--- config.mk ---
export PLATFORM = sky130hd
export DESIGN_NAME = regfile_scoreboard
export DESIGN_NICKNAME = d
export VERILOG_FILES = /design/src/rtl/regfile_scoreboard.sv
export SDC_FILE = /design/constraint.sdc
export NUM_CORES = 2
export LEC_CHECK = 0
export ABC_AREA = 0
export CORE_ASPECT_RATIO = 1.5
export CORE_MARGIN = 8
export CORE_UTILIZATION = 65
export CTS_CLUSTER_DIAMETER = 30
export DETAILED_ROUTE_END_ITERATION = 12
export GPL_TIMING_DRIVEN = 1
export PLACE_DENSITY_LB_ADDON = 0.2
export SYNTH_ARGS = -nofsm -noshare
export SYNTH_HDL_FRONTEND = slang
export SYNTH_SLANG_ARGS = --single-unit
--- constraint.sdc ---
create_clock -name CLK -period 83.9 [get_ports CLK]
set_input_delay 16.78 -clock CLK [delete_from_list [all_inputs] [get_ports CLK]]
set_output_delay 16.78 -clock CLK [all_outputs]
set_load 0.03 [all_outputs]
--- src/rtl/regfile_scoreboard.sv ---
// ---------------------------------------------------------------------------
// regfile_scoreboard
//
// Integer register file for the pipelined RV32IM core. It has NUM_READ
// combinational read ports, x0 hardwired to zero, and a write-to-read bypass.
// A per-register pending-write scoreboard lets decode detect RAW hazards.
// A dump engine streams the whole file out over a valid/ready channel.
//
// Ports
//   CLK, RESET      clock (rising edge); asynchronous active-high reset
//   RD_ADRS         packed read addresses, port k at [k*ADDR_WIDTH +: ADDR_WIDTH]
//   RD_DATA         packed read data,      port k at [k*DATA_WIDTH +: DATA_WIDTH]
//   RD_BUSY         port k's register has an outstanding (unbypassed) write
//   WRITE_ENABLE    writeback strobe
//   WB_ADDRESS      writeback destination
//   WRITE_DATA      writeback value
//   ISSUE_VALID     an instruction with a destination issued this cycle
//   ISSUE_ADDRESS   destination of the issued instruction
//   DUMP_START      request a full-file dump (ignored while streaming)
//   DUMP_VALID      dump beat valid
//   DUMP_READY      consumer accepts the beat
//   DUMP_INDEX      register index of the current beat
//   DUMP_DATA       register value of the current beat (live array contents)
//   DUMP_LAST       current beat is the last register
//   DUMP_ACTIVE     dump engine is streaming
// ---------------------------------------------------------------------------
module regfile_scoreboard #(
   parameter int DATA_WIDTH = 32,
   parameter int ADDR_WIDTH = 5,
   parameter int NUM_READ   = 2
) (
   input  logic                           CLK,
   input  logic                           RESET,
   input  logic [NUM_READ*ADDR_WIDTH-1:0] RD_ADRS,
   output logic [NUM_READ*DATA_WIDTH-1:0] RD_DATA,
   output logic [NUM_READ-1:0]            RD_BUSY,
   input  logic                           WRITE_ENABLE,
   input  logic [ADDR_WIDTH-1:0]          WB_ADDRESS,
   input  logic [DATA_WIDTH-1:0]          WRITE_DATA,
   input  logic                           ISSUE_VALID,
   input  logic [ADDR_WIDTH-1:0]          ISSUE_ADDRESS,
   input  logic                           DUMP_START,
   output logic                           DUMP_VALID,
   input  logic                           DUMP_READY,
   output logic [ADDR_WIDTH-1:0]          DUMP_INDEX,
   output logic [DATA_WIDTH-1:0]          DUMP_DATA,
   output logic                           DUMP_LAST,
   output logic                           DUMP_ACTIVE
);

   localparam int                    DEPTH      = 2 ** ADDR_WIDTH;
   localparam logic [ADDR_WIDTH-1:0] LAST_INDEX = '1;

   typedef enum logic {
      IDLE   = 1'b0,
      STREAM = 1'b1
   } dump_state_t;

   logic [DATA_WIDTH-1:0] r_regs [DEPTH];
   logic [DEPTH-1:0]      r_busy;

   dump_state_t           r_state;
   logic [ADDR_WIDTH-1:0] r_dump_index;
   logic                  r_dump_valid;
   logic                  r_dump_last;

   logic                  w_wb_write;
   logic [ADDR_WIDTH-1:0] w_next_index;

   assign w_wb_write   = WRITE_ENABLE && (WB_ADDRESS != '0);
   assign w_next_index = r_dump_index + ADDR_WIDTH'(1);

   // ------------------------------------------------------------------
   // Register array
   // ------------------------------------------------------------------
   // NOTE: the array is reset because the architectural state must read as
   // zero after RESET; entry 0 is never written, which keeps x0 at zero.
   // NOTE: state is updated with non-blocking assignments so every flop
   // samples pre-edge values, independent of block ordering.
   always_ff @(posedge CLK or posedge RESET) begin
      if (RESET) begin
         for (int i = 0; i < DEPTH; i++) begin
            r_regs[i] <= '0;
         end
      end else if (w_wb_write) begin
         r_regs[WB_ADDRESS] <= WRITE_DATA;
      end
   end

   // ------------------------------------------------------------------
   // Scoreboard: issue sets, writeback clears. When both hit the same
   // register on one edge the set wins, because the newly issued producer
   // is still outstanding. Bit 0 is never set.
   // ------------------------------------------------------------------
   always_ff @(posedge CLK or posedge RESET) begin
      if (RESET) begin
         r_busy <= '0;
      end else begin
         for (int i = 1; i < DEPTH; i++) begin
            if (ISSUE_VALID && (ISSUE_ADDRESS == ADDR_WIDTH'(i))) begin
               r_busy[i] <= 1'b1;
            end else if (WRITE_ENABLE && (WB_ADDRESS == ADDR_WIDTH'(i))) begin
               r_busy[i] <= 1'b0;
            end
         end
      end
   end

   // ------------------------------------------------------------------
   // Read ports: x0 reads zero, and a same-cycle writeback is forwarded.
   // A forwarded value is final, so the port does not report busy.
   // ------------------------------------------------------------------
   for (genvar k = 0; k < NUM_READ; k++) begin : g_rd
      logic [ADDR_WIDTH-1:0] w_rd_addr;
      logic                  w_rd_bypass;

      assign w_rd_addr   = RD_ADRS[k*ADDR_WIDTH +: ADDR_WIDTH];
      assign w_rd_bypass = WRITE_ENABLE && (WB_ADDRESS == w_rd_addr);

      assign RD_DATA[k*DATA_WIDTH +: DATA_WIDTH] =
         (w_rd_addr == '0) ? '0         :
         w_rd_bypass       ? WRITE_DATA :
                             r_regs[w_rd_addr];

      assign RD_BUSY[k] = (w_rd_addr != '0) && r_busy[w_rd_addr] && !w_rd_bypass;
   end

   // ------------------------------------------------------------------
   // Dump engine. VALID and LAST are registered together with the state.
   // DATA is read live from the array, so a write that lands during a
   // stall is visible at the accepting edge.
   // ------------------------------------------------------------------
   always_ff @(posedge CLK or posedge RESET) begin
      if (RESET) begin
         r_state      <= IDLE;
         r_dump_index <= '0;
         r_dump_valid <= 1'b0;
         r_dump_last  <= 1'b0;
      end else begin
         case (r_state)
            IDLE: begin
               if (DUMP_START) begin
                  r_state      <= STREAM;
                  r_dump_index <= '0;
                  r_dump_valid <= 1'b1;
                  r_dump_last  <= (LAST_INDEX == '0);
               end
            end
            STREAM: begin
               if (DUMP_READY) begin
                  if (r_dump_index == LAST_INDEX) begin
                     r_state      <= IDLE;
                     r_dump_index <= '0;
                     r_dump_valid <= 1'b0;
                     r_dump_last  <= 1'b0;
                  end else begin
                     r_dump_index <= w_next_index;
                     r_dump_last  <= (w_next_index == LAST_INDEX);
                  end
               end
            end
         endcase
      end
   end

   assign DUMP_VALID  = r_dump_valid;
   assign DUMP_INDEX  = r_dump_index;
   assign DUMP_DATA   = r_regs[r_dump_index];
   assign DUMP_LAST   = r_dump_last;
   assign DUMP_ACTIVE = (r_state == STREAM);

endmodule

==> out/summary.md <==
Entering global routing, the biggest net connects 173 pins. Setup repair after global routing left no endpoint under its margin. After clock tree synthesis, the setup repair step added 0 buffers. Once the clock tree was built, the resizer swapped 0 gates to a different size. The die width works out to 276 um. The path class of the tightest hold or removal check is reg2reg. The tree built by TritonCTS fans out to 1063 sinks.

The ratio of final minimum period to clock period is 46.3%, and the number of nets at the end of the flow is 4803. The run gives 143 as the number of standard-cell rows in the floorplan. The root buffer cell chosen for the clock tree is sky130_fd_sc_hd__clkbuf_16.

The run gives 40.4% as the global router's overall resource usage. In this run, distinct cell masters in the synthesized netlist total 72. The count of flip-flops with a built-in enable after synthesis was 0.

The classification of the worst setup path was in2out. Across the run, the number of max-cap violations was 0. The number of hold violations in the final report was 0; the number of H-tree levels was 4.

Once detail routing completed, the nets flagged for antenna violations numbered 0. The post-route clock skew is 0.00355 ns, and the buffer levels on the longest clock path is 3. The via count of the first global-routing pass was 51200; the proportion of layout cells with a drive suffix above 1 was 43.5%. The number of storage elements in the synthesis netlist came out at 1063.

The area of the multi-input gates was 37000 um2. The cell area after placement came out at 67900 um2. The required time of the worst setup path was 67.12 ns; the leakage component of the power was 30.9 nW.

For this run, the detailed router's first-pass iteration total came to 7. The die covers 112000 um2. The post-layout minimum cycle time was 38.85 ns; the summed negative setup slack over all endpoints was 0 ns. The most common cell after layout, fill and taps aside was sky130_fd_sc_hd__dfrtp_1. The die height came out at 407 um. Compared with the post-synthesis result, the final layout area differs by 11.3%.

After detailed placement, the design holds a cell count of 5880. The via density per instance is 8.07. Cell accounting for the most synthesized area: sky130_fd_sc_hd__dfrtp_1.

For this configuration, the core starts out at a cell density of 65.4%. Synthesis handed over a netlist of 4864 instances. The sequential area share after synthesis came out at 40.2%.

Most frequently used flop master after synthesis: sky130_fd_sc_hd__dfrtp_1. The fraction of registers with async set or reset after synthesis is 100%, and the post-CTS clock slew at the launch and capture registers of the worst setup and hold paths is 0.05 ns. TritonCTS built the clock tree. The top cell types in the final layout, fill and taps aside, are sky130_fd_sc_hd__dfrtp_1 (1058), sky130_fd_sc_hd__mux2_2 (1056), sky130_fd_sc_hd__mux4_2 (584), sky130_fd_sc_hd__mux2i_1 (403), sky130_fd_sc_hd__clkbuf_16 (171). The cell area that synthesis handed to floorplanning was 66100 um2. Setup violations remaining at the end of the flow were counted as 0. The worst endpoint data arrival time was 22.07 ns; the placer's final routability congestion estimate was 0.875.

Of all nets on the critical path, the largest fanout is 76. The worst pin sits at a relative slew slack of 7.60%. Static timing analysis puts the maximum clock frequency at 25.7 MHz. Final wirelength: 230000 um. For the pin with the worst max-slew slack, the measured transition is 1.38 ns.

The max-slew violation total from the final report was 0; the count of buffers from port buffering was 163. In this run, the number of DRC markers left after iteration 0 of detailed routing was 6832. The routed wirelength normalized by instance count works out to 37.2 um. The run gives 0 as the number of hold buffers added after cts. For the half-perimeter wire length after placement, the log shows 126000 um. The latest clock arrival within the worst-skew pair came out at 0.78 ns. The via count of the routed design was 49900; the filler cell count in the final layout was 6531.

The kind of launch point of the worst setup path is a primary input. The first global-routing pass estimated 338000 um of wire. The total nets after synthesis is 4925.

Number of top-level pins: 164. IR analysis of the VDD net gives a maximum drop of 0.0192 mV. For the total of warnings raised by yosys, the log shows 1. The worst setup path is captured at an output pin. For this run the aggregate overflow at the end of global routing stands at 0.

For this run, design rule violations remaining after detail routing come to 0. The logs give 6186 for the filler-free cell count of the finished design and 101000 um2 for the floorplan core area. For this design the ratio of total power to cell area is 27.1 nW/um2. Of the post-synthesis cell area, the dominant cell type holds 40.2%. The flow ran to the end, and the final reports show no timing, DRC or antenna violations. The number of antenna violations at the first check in global routing was 5.

Cells fill 72.8% of the core in the end. After routing the design area is 73600 um2. In this run, CTS created clock tree buffers numbering 165. Ranked by total cell area, the synthesized netlist is headed by sky130_fd_sc_hd__dfrtp_1 (40%), sky130_fd_sc_hd__mux4_2 (20%), sky130_fd_sc_hd__mux2_2 (18%), sky130_fd_sc_hd__mux2i_1 (6.1%), sky130_fd_sc_hd__clkbuf_1 (1.8%). Summing all flip-flop and latch instances after layout gives 26600 um2. The average cell area after synthesis works out to 13.6 um2.
flip-flops by register name (all words and copies together) (netlist names):
name,flops
r_regs,1024
DUMP_VALID,1
DUMP_LAST,1
DUMP_INDEX,5
DUMP_ACTIVE,1
r_busy,31
Yosys cell counts (5+ instances only):
| library cell | number |
|---|---|
| sky130_fd_sc_hd__xnor2_1 | 8 |
| sky130_fd_sc_hd__nand2b_1 | 30 |
| sky130_fd_sc_hd__a21oi_1 | 76 |
| sky130_fd_sc_hd__o211ai_1 | 20 |
| sky130_fd_sc_hd__and2_1 | 6 |
| sky130_fd_sc_hd__buf_8 | 7 |
| sky130_fd_sc_hd__a221oi_1 | 73 |
| sky130_fd_sc_hd__o21ai_0 | 136 |
| sky130_fd_sc_hd__inv_1 | 9 |
| sky130_fd_sc_hd__buf_2 | 157 |
| sky130_fd_sc_hd__nor4_1 | 7 |
| sky130_fd_sc_hd__nor2b_1 | 54 |
| sky130_fd_sc_hd__buf_1 | 25 |
| sky130_fd_sc_hd__and3_1 | 24 |
| sky130_fd_sc_hd__mux2i_1 | 403 |
| sky130_fd_sc_hd__a31oi_1 | 8 |
| sky130_fd_sc_hd__dfrtp_1 | 1063 |
| sky130_fd_sc_hd__nand2_1 | 122 |
| sky130_fd_sc_hd__mux2_2 | 1056 |
| sky130_fd_sc_hd__mux4_2 | 584 |
| sky130_fd_sc_hd__a311oi_1 | 7 |
| sky130_fd_sc_hd__buf_4 | 46 |
| sky130_fd_sc_hd__a221o_1 | 14 |
| sky130_fd_sc_hd__a211oi_1 | 47 |
| sky130_fd_sc_hd__nand3_1 | 43 |
| sky130_fd_sc_hd__a22o_1 | 26 |
| sky130_fd_sc_hd__a22oi_1 | 54 |
| sky130_fd_sc_hd__nor2_1 | 57 |
| sky130_fd_sc_hd__o31ai_1 | 37 |
| sky130_fd_sc_hd__a211o_1 | 25 |
| sky130_fd_sc_hd__nand4_1 | 7 |
| sky130_fd_sc_hd__or3_1 | 5 |
| sky130_fd_sc_hd__nor3_1 | 21 |
| sky130_fd_sc_hd__a32o_1 | 5 |
| sky130_fd_sc_hd__a21boi_0 | 32 |
| sky130_fd_sc_hd__nand4b_1 | 6 |
| sky130_fd_sc_hd__o221ai_1 | 91 |
| sky130_fd_sc_hd__clkbuf_1 | 312 |
| sky130_fd_sc_hd__buf_6 | 20 |
| sky130_fd_sc_hd__o311ai_0 | 6 |
| sky130_fd_sc_hd__o22ai_1 | 77 |
path summary, 6_finish.rpt:
kind / cells past startpoint / from / end / slack, ns
min: 0 / r_regs[997] / r_regs[997] / 0.41
min in group asynchronous: 2 / RESET / r_regs[718] / 16.56
max reg2reg: 9 / DUMP_INDEX[1] / DUMP_INDEX[2] / 79.83
min reg2reg: 0 / r_regs[997] / r_regs[997] / 0.41
max: 9 / RD_ADRS[0] / RD_DATA[6] / 45.05
max in group asynchronous: 6 / RESET / r_regs[860] / 63.25
cell families after synthesis:
kind of cell / count (synthesis) / synth area share (%)
compound gates: 757 / 8.19
xor+xnor: 12 / 0.159
fa+ha+maj: 3 / 0.0568
buf+inv: 583 / 4.27
flops: 1063 / 40.2
mux: 2043 / 44.0
simple gates: 403 / 3.11
area by class of cell:
cell class              instances  area share, %
inverters                      13         0.0816
well taps                    1305           2.22
repair buffers                281           3.50
clock inverters               104           1.57
flip-flops and latches       1063           36.2
diodes                          2        0.00680
clock buffers                 200           6.18
multi-input cells            3218           50.3
critical path: stages:
cell,delay (ns)
sky130_fd_sc_hd__buf_8,0.63
sky130_fd_sc_hd__buf_4,0.77
sky130_fd_sc_hd__buf_4,0.83
sky130_fd_sc_hd__buf_4,0.88
sky130_fd_sc_hd__mux4_2,0.61
sky130_fd_sc_hd__a2111oi_2,0.36
sky130_fd_sc_hd__a311oi_1,0.09
sky130_fd_sc_hd__a22o_1,0.31
sky130_fd_sc_hd__clkdlybuf4s50_1,0.62
metrics by stage:
stage / hold WS [ns] / worst slack (ns) / power [W]
finish: 0.413 / 45.05 / 0.00199
global route: 0.434 / 44.68 / 0.00205
CTS: 0.415 / 45.00 / 0.00198
detailed placement: 0.403 / 45.00 / 0.00128
global placement: 0.398 / 45.01 / 0.00126
floorplan: 0.455 / 37.20 / 0.00111
per-layer routing:
| layer | track usage, % | vias to the layer above | share of wire, % |
|---|---|---|---|
| met3 | 12.0 | 1213 | 12 |
| li1 | - | 19100 | - |
| met4 | 29.6 | 4 | 8.8 |
| met1 | 49.0 | 25700 | 34 |
| met5 | 0 | - | 0.0078 |
| met2 | 61.9 | 3888 | 45 |
report_power, final:
group / total (W) / internal (W) / switching [W]
combinational: 0.000562 / 0.000291 / 0.000271
clock: 0.000705 / 0.000435 / 0.000270
sequential: 0.000726 / 0.000612 / 0.000114
Note: power is estimated with default switching activity, not from simulation.
